--- config.mk ---
export PLATFORM = sky130hd
export DESIGN_NAME = prio_enc_pipe
export DESIGN_NICKNAME = d
export VERILOG_FILES = /design/src/rtl/prio_enc_pkg.sv /design/src/rtl/prio_enc_pipe_scan.sv /design/src/rtl/prio_enc_pipe.sv
export SDC_FILE = /design/constraint.sdc
export NUM_CORES = 1
export LEC_CHECK = 0
export ABC_AREA = 1
export ABC_CLOCK_PERIOD_IN_PS = 1800
export CORE_ASPECT_RATIO = 0.7
export CORE_MARGIN = 4
export CORE_UTILIZATION = 41
export CTS_CLUSTER_SIZE = 14
export DETAILED_ROUTE_END_ITERATION = 8
export PLACE_DENSITY = 0.75
export SYNTH_ARGS = -nofsm -noshare
export SYNTH_HDL_FRONTEND = slang
export SYNTH_HIERARCHICAL = 1
export SYNTH_SLANG_ARGS = --single-unit
--- constraint.sdc ---
create_clock -name clk -period 1.8 [get_ports clk]
set_input_delay 0.45 -clock clk [delete_from_list [all_inputs] [get_ports clk]]
set_output_delay 0.45 -clock clk [all_outputs]
set_load 0.02 [all_outputs]
--- src/rtl/prio_enc_pkg.sv ---
// Shared constants and helpers for the pipelined priority encoder.
// Priority modes and a clog2 variant that never yields a zero-width code.
package prio_enc_pkg;

    localparam int PE_FIXED = 0;
    localparam int PE_RR    = 1;

    // A 2-line encoder still needs one code bit.
    function automatic int clog2_min1(input int n);
        return (n > 2) ? $clog2(n) : 1;
    endfunction

endpackage

--- src/rtl/prio_enc_pipe_scan.sv ---
// Combinational request scan for prio_enc_pipe.
// Fixed mode returns the highest set index; round-robin returns the first set index at or above start.
module prio_scan
    import prio_enc_pkg::*;
#(
    parameter int N = 8,
    parameter int W = clog2_min1(N)
) (
    input  logic [N-1:0] req,
    input  logic [W-1:0] start,
    input  logic         mode,
    output logic         found,
    output logic [W-1:0] idx
);

    logic [2*N-1:0] dbl_s;
    logic [N-1:0]   rot_s;
    logic [W-1:0]   fix_idx_s;
    logic [W-1:0]   rot_idx_s;
    logic [W:0]     sum_s;
    logic [W:0]     unrot_s;

    // Rotating right by start moves the pointer slot to bit 0, so a lowest-set search wraps naturally.
    always_comb begin
        dbl_s     = {req, req} >> start;
        rot_s     = dbl_s[N-1:0];
        fix_idx_s = {W{1'b0}};
        rot_idx_s = {W{1'b0}};
        for (int i = 0; i < N; i++) begin
            fix_idx_s = req[i] ? W'(i) : fix_idx_s;
        end
        for (int i = N - 1; i >= 0; i--) begin
            rot_idx_s = rot_s[i] ? W'(i) : rot_idx_s;
        end
        sum_s = {1'b0, rot_idx_s} + {1'b0, start};
        if (sum_s >= (W+1)'(N)) begin
            unrot_s = sum_s - (W+1)'(N);
        end else begin
            unrot_s = sum_s;
        end
        found = |req;
        idx   = mode ? unrot_s[W-1:0] : fix_idx_s;
    end

endmodule

--- src/rtl/prio_enc_pipe.sv ---
// Registered N-line priority encoder with valid/ready handshake.
// Single output stage; round-robin pointer advances past each granted index.
module prio_enc_pipe
    import prio_enc_pkg::*;
#(
    parameter int N    = 8,
    parameter int MODE = PE_FIXED,
    parameter int W    = clog2_min1(N)
) (
    input  logic         clk,
    input  logic         rst_n,
    input  logic [N-1:0] req,
    input  logic         in_valid,
    output logic         in_ready,
    output logic         out_valid,
    input  logic         out_ready,
    output logic [W-1:0] code,
    output logic [N-1:0] grant,
    output logic         none
);

    localparam logic MODE_RR = (MODE == PE_RR) ? 1'b1 : 1'b0;

    logic         found_s;
    logic [W-1:0] idx_s;
    logic         accept_s;
    logic [N-1:0] grant_s;
    logic [W-1:0] ptr_next_s;

    logic         out_valid_r;
    logic [W-1:0] code_r;
    logic [N-1:0] grant_r;
    logic         none_r;
    logic [W-1:0] ptr_r;

    assign in_ready = !out_valid_r || out_ready;
    assign accept_s = in_valid && in_ready;

    prio_scan #(
        .N (N),
        .W (W)
    ) u_scan (
        .req   (req),
        .start (ptr_r),
        .mode  (MODE_RR),
        .found (found_s),
        .idx   (idx_s)
    );

    // One-hot grant for the winner and the wrapped successor index for the pointer.
    always_comb begin
        grant_s    = found_s ? ({{(N-1){1'b0}}, 1'b1} << idx_s) : {N{1'b0}};
        ptr_next_s = (idx_s == W'(N - 1)) ? {W{1'b0}} : idx_s + W'(1);
    end

    // Output stage and round-robin pointer; an all-zero request leaves the pointer alone.
    always_ff @(posedge clk or negedge rst_n) begin
        if (!rst_n) begin
            out_valid_r <= 1'b0;
            code_r      <= {W{1'b0}};
            grant_r     <= {N{1'b0}};
            none_r      <= 1'b1;
            ptr_r       <= {W{1'b0}};
        end else if (accept_s) begin
            out_valid_r <= 1'b1;
            code_r      <= found_s ? idx_s : {W{1'b0}};
            grant_r     <= grant_s;
            none_r      <= !found_s;
            if (found_s && MODE_RR) begin
                ptr_r <= ptr_next_s;
            end
        end else if (out_ready) begin
            out_valid_r <= 1'b0;
        end
    end

    assign out_valid = out_valid_r;
    assign code      = code_r;
    assign grant     = grant_r;
    assign none      = none_r;

endmodule

======== Word level (Yosys, flattened, before mapping) ========
Cells that the tools add are included.
storage, ports and cells
  flip-flop bits (word level) ............. 13
  latch bits .............................. 0
  bits in writable memories ............... 0
  bits in read-only memories .............. 0
  bits of input ports ..................... 12
  output and inout port bits .............. 14
  logic and storage cells ................. 22
  memories ................................ 0
operators by class
  $add $sub $neg .......................... 0
  multiply operators ...................... 0
  div/mod/pow operators ................... 0
  magnitude comparators ................... 0
  eq/ne operators ......................... 0
  shift-type cells ........................ 1
  mux-type cells .......................... 11
  bitwise operators ....................... 0
  reduce and logical (&&, ||, !) cells .... 6
operators with widths
  operator               number
  $mux W3                7
  $mux W8                1
  $reduce_or A8 Y1       1
  $shl A1 B3 Y8 const A  1
  $mux W1                3
  $logic_not A1 Y1       2
  $reduce_bool A2 Y1     1
  $logic_and A1 B1 Y1    1
  $logic_or A1 B1 Y1     1

======== Logic depth before layout (Yosys ltp) ========
  word-level depth ........................ 9
  depth in mapped cells ................... 24
  gate-level depth less buffers ........... 23

======== By module ========
The synthesis kept the hierarchy.
by module, submodules not included
  module         times used  cells each  area each (µm²)  seq. area each (µm²)
  prio_enc_pipe  1           64          626.9            326.6
  prio_scan      1           117         625.6            0.0

======== Worst setup path after synthesis ========
OpenSTA, ideal clock, no wires.
  path kind ............................... input to register
  from .................................... input req[2]
  to ...................................... register grant_r[1], in the netlist grant[1]
  setup time .............................. 0.076 ns
  arrival ................................. 1.474 ns
  required time ........................... 1.724 ns
  path slack .............................. 0.249 ns
  cell stages on the path ................. 9
  path buffers ............................ 0
  cells stage by stage .................... inv_1 -> a21oi_1 -> o21bai_1 -> a21oi_1 -> o21ai_0 -> inv_1 -> nor2_1 -> nand2_1 -> o21ai_1
on the way
  cells in the longest elaborated chain, start to end .. 8
  elaborated cells between the ends (all ways) .. 9
  classes of those cells .................. shift: 1; mux: 7; reduce/logical: 1
RTL lines
  element                 line                      text
  start: declaration      prio_enc_pipe.sv:12       input logic [N-1:0] req,
  $mux W3 (6 in a row)    prio_enc_pipe_scan.sv:30  fix_idx_s = req[i] ? W'(i) : fix_idx_s;
  net idx_s[0]            prio_enc_pipe.sv:25       logic [W-1:0] idx_s;
  $shl A1 B3 Y8           prio_enc_pipe.sv:52       grant_s = found_s ? ({{(N-1){1'b0}}, 1'b1} << idx_s) : {N{1'b0}};
  $mux W8                 prio_enc_pipe.sv:52
  end signal: assignment  prio_enc_pipe.sv:61       grant_r <= {N{1'b0}};
  end signal: assignment  prio_enc_pipe.sv:67       grant_r <= grant_s;
  end: declaration        prio_enc_pipe.sv:32       logic [N-1:0] grant_r;
The timed path passes the listed nets, and every way through them passes these cells.
A chain may end at the register's enable or synchronous reset.

======== Worst setup path in the final report ========
  from .................................... input req[4]
  to ...................................... register grant_r[1], in the netlist grant[1]
on the way
  elaborated cells between the ends (all ways) .. 7
  classes of those cells .................. shift: 1; mux: 5; reduce/logical: 1
RTL lines
  element           line                      text
  $reduce_or A8 Y1  prio_enc_pipe_scan.sv:41  found = |req;
  net found_s       prio_enc_pipe.sv:24       logic found_s;
  $mux W8           prio_enc_pipe.sv:52
The timed path passes the listed nets, and every way through them passes these cells.

==> results.sh <==
export IMPL_final_core_util_pct=59.44
export IMPL_start_util_pct=43.75
export IMPL_nFillCells=264
export IMPL_startpoint="req[4]"
export IMPL_hold_end="grant[4]$_DFFE_PN0P_"
export IMPL_hp_class="flop to flop"
export IMPL_share_comb_of_total_power_pct=44.1
export IMPL_arrival_ps=1900
export IMPL_syn_avg_cell_area_um2=6.920
export IMPL_crit_required_ps=1930
export IMPL_drv_cap=0
export IMPL_rrSetupSlack_ps=800
export IMPL_ioPinCount=26
export IMPL_cts_buffers=3
export IMPL_clk_pin_slew_ps=50
export IMPL_cts_buffer_depth=2
export IMPL_stdcell_count=267
export IMPL_grt_pass1_vias=1083
export IMPL_grt_start_max_net_pins=26
export IMPL_clk_latency_ps=240
export IMPL_synth_warnings=12
export IMPL_drt_iter0_markers=93
export IMPL_max_freq_mhz=565.4
export IMPL_cp_max_fo=5
export IMPL_synthToLayoutAreaGrowth_pct=35.86
export IMPL_worst_setup_path_type="primary input to flop"
export IMPL_synth_top_cell_area_share_pct=23.98
export IMPL_seq_area_um2=326.6
export IMPL_status="finished clean"
export IMPL_synth_cell_type_count=30
export IMPL_totalWireLength_mm=2.884
export IMPL_final_antenna_net_count=0
export IMPL_tightest_slew_ps=552.7
export IMPL_rr_worst_depth=5
export IMPL_ys_flop_type="dfrtp_1"
export IMPL_synth_cells=181
export IMPL_diodes=0
export IMPL_multi_input_area_um2=838.3
export IMPL_grt_overflow=0
export IMPL_core_um2=2863
export IMPL_power_internal_w=0.0006961
export IMPL_ys_seq_elements=13
export IMPL_start_kind="primary input"
export IMPL_cts_sinks=13
export IMPL_power_net_switching_w=0.0003944
export IMPL_htree_levels=1
export IMPL_place_inst=262
export IMPL_synth_enable_flop_cells=0
export IMPL_gp_congestion=0.8241
export IMPL_dr_wl_met3_um=115
export IMPL_fin_crit_ps=1769
export IMPL_grtUsageTotal_pct=16.07
export IMPL_end_kind="flop"
export IMPL_nets=246
export IMPL_via_per_inst=4.629
export IMPL_post_drt_wl_per_cell_um=10.80
export IMPL_p_per_area_nw_per_um2=640.8
export IMPL_fin_skew_ps=0.3040
export IMPL_swShare_pct=36.17
export IMPL_cts_hold_buf=0
export IMPL_worstHoldPathCells=2
export IMPL_drc=0
export IMPL_r2r_start="out_valid$_DFFE_PN0P_"
export IMPL_synth_async_reset_ratio_pct=100.0
export IMPL_met2_length_mm=1.208
export IMPL_dieHeight_um=54.24
export IMPL_synth_area_leaders="dfrtp_1 (24%), nand2_1 (19%), nand3_1 (8.0%)"
export IMPL_row_count=16
export IMPL_p_leak_nw=0.8729
export IMPL_vias=1236
export IMPL_seqPwrFrac_pct=32.1
export IMPL_setup_viol=0
export IMPL_slew_headroom_pct=63.04
export IMPL_timing_hold_ws_ps=480.9
export IMPL_dp_hpwl_mm=2.328
export IMPL_setup_tns_final_ps=0
export IMPL_finalHoldViolCount=0
export IMPL_root_buffer="clkbuf_8"
export IMPL_finalPower_w=0.001090
export IMPL_die_w_um=74.06
export IMPL_synthTopCellsByCount="nand2_1 (63), nand3_1 (20), inv_1 (14), dfrtp_1 (12), nand2_2 (11)"
export IMPL_grt_pass1_wl_mm=4.926
export IMPL_die_area_um2=4017
export IMPL_period_share_pct=98.26
export IMPL_cts_tree="yes"
export IMPL_p_clk_share_pct=23.7
export IMPL_peakVddDrop_v=0.0006347
export IMPL_seq_area_frac_synth_pct=26.07
export IMPL_routed_top_layer="met4"
export IMPL_min_delay_start="grant[4]$_DFFE_PN0P_"
export IMPL_synth_most_common_cell="nand2_1"
export IMPL_yosysTopAreaCell="dfrtp_1"
export IMPL_timing_rr_end="code[0]$_DFFE_PN0P_"
export IMPL_antenna_found_initial=0
export IMPL_syn_area_um2=1252
export IMPL_wl_met1_mm=1.547
export IMPL_drive_gt1_share_pct=25.54
export IMPL_port_buffers=25
export IMPL_dr_pass1_iters=4
export IMPL_slew_viol_final=0
## flip-flops by register name (all words and copies together), names as in the netlist
name,cells
grant,8
code,3
none,1
out_valid,1
## cell families (layout without fill, tap and decap cells)
logic type | after synthesis | after routing | synth area share [%]
other | 1 | 12 | 0.2994
adder cells (fa/ha/maj) | 2 | 2 | 2.597
buffers and inverters | 23 | 62 | 11.39
AND/OR/NAND/NOR | 121 | 121 | 48.25
flip-flops | 13 | 13 | 26.07
XOR/XNOR | 1 | 1 | 0.6994
AO/OA/AOI/OAI | 20 | 20 | 10.69
## worst max path at each step
stage                                       to  slack [ps]  cells past startpoint
after CTS                             in_ready           4                      4
after global routing      grant[1]$_DFFE_PN0P_         -10                     10
after global placement    grant[1]$_DFFE_PN0P_        -260                      9
after detailed placement  grant[1]$_DFFE_PN0P_        -300                      9
after floorplan           grant[1]$_DFFE_PN0P_         250                      9
final                     grant[1]$_DFFE_PN0P_          30                      9
## power groups by stage
stage	registers (W)	logic [W]	clock network [W]
5_1_grt	0.000356	0.000531	0.000281
3_5_place_dp	0.000355	0.000468	0
4_1_cts	0.000350	0.000469	0.000263
3_3_place_gp	0.000355	0.000465	0
2_1_floorplan	0.000402	0.000254	0
6_report	0.000350	0.000481	0.000259
## layout make-up
type / count / share of cell area, %
Multi-Input combinational cell: 156 / 49.26
Clock buffer: 4 / 2.647
Timing Repair Buffer: 41 / 22.06
Sequential cell: 13 / 19.19
Tap cell: 36 / 2.647
Inverter: 17 / 4.191
## metrics by stage
step	area (µm²)	setup slack (ps)
after detailed placement	1630	-295.1
after floorplan	1294	249.4
after global placement	1630	-260.9
final	1702	31.38
after global routing	1702	-11.46
after CTS	1685	4.123
## layer usage
metal / vias to the layer above / global-route usage (%)
li1: 675 / -
met1: 531 / 24.44
met2: 28 / 23.53
met3: 2 / 3.853
met4: 0 / 1.807
met5: - / 0
## critical path, stage by stage
cell and delay [ps]:
clkdlybuf4s50_1 440, nor2_2 130, nand2_2 80, or4_4 430
buf_6 150, inv_2 40, nor2_2 30, nand2_1 80
o21ai_1 60
## cell usage in the layout (no fill, tap or decap), types with 2 or more instances in the layout
cell type	count
nand2_4	3
nand2_1	62
conb_1	12
inv_1	14
nand2_2	12
o21ai_2	7
dlymetal6s2s_1	4
o21ai_1	6
nand4_1	4
nor2_2	5
clkbuf_8	3
nand3_2	6
nor2_1	5
dfrtp_1	12
nand3_1	20
o21bai_1	2
clkdlybuf4s50_1	19
nor3_1	2
buf_4	14
a21oi_1	3
## what timing repair did
item | 4_1_cts | 5_1_grt
endpoints found under the hold margin | 0 | 0
setup endpoints to repair | 5 | 10
pin swaps | 0 | 4
resized for setup | 4 | 11
gates cloned | 1 | 0
buffers inserted | 0 | 0
No activity file was read; power rests on OpenSTA's default activity.
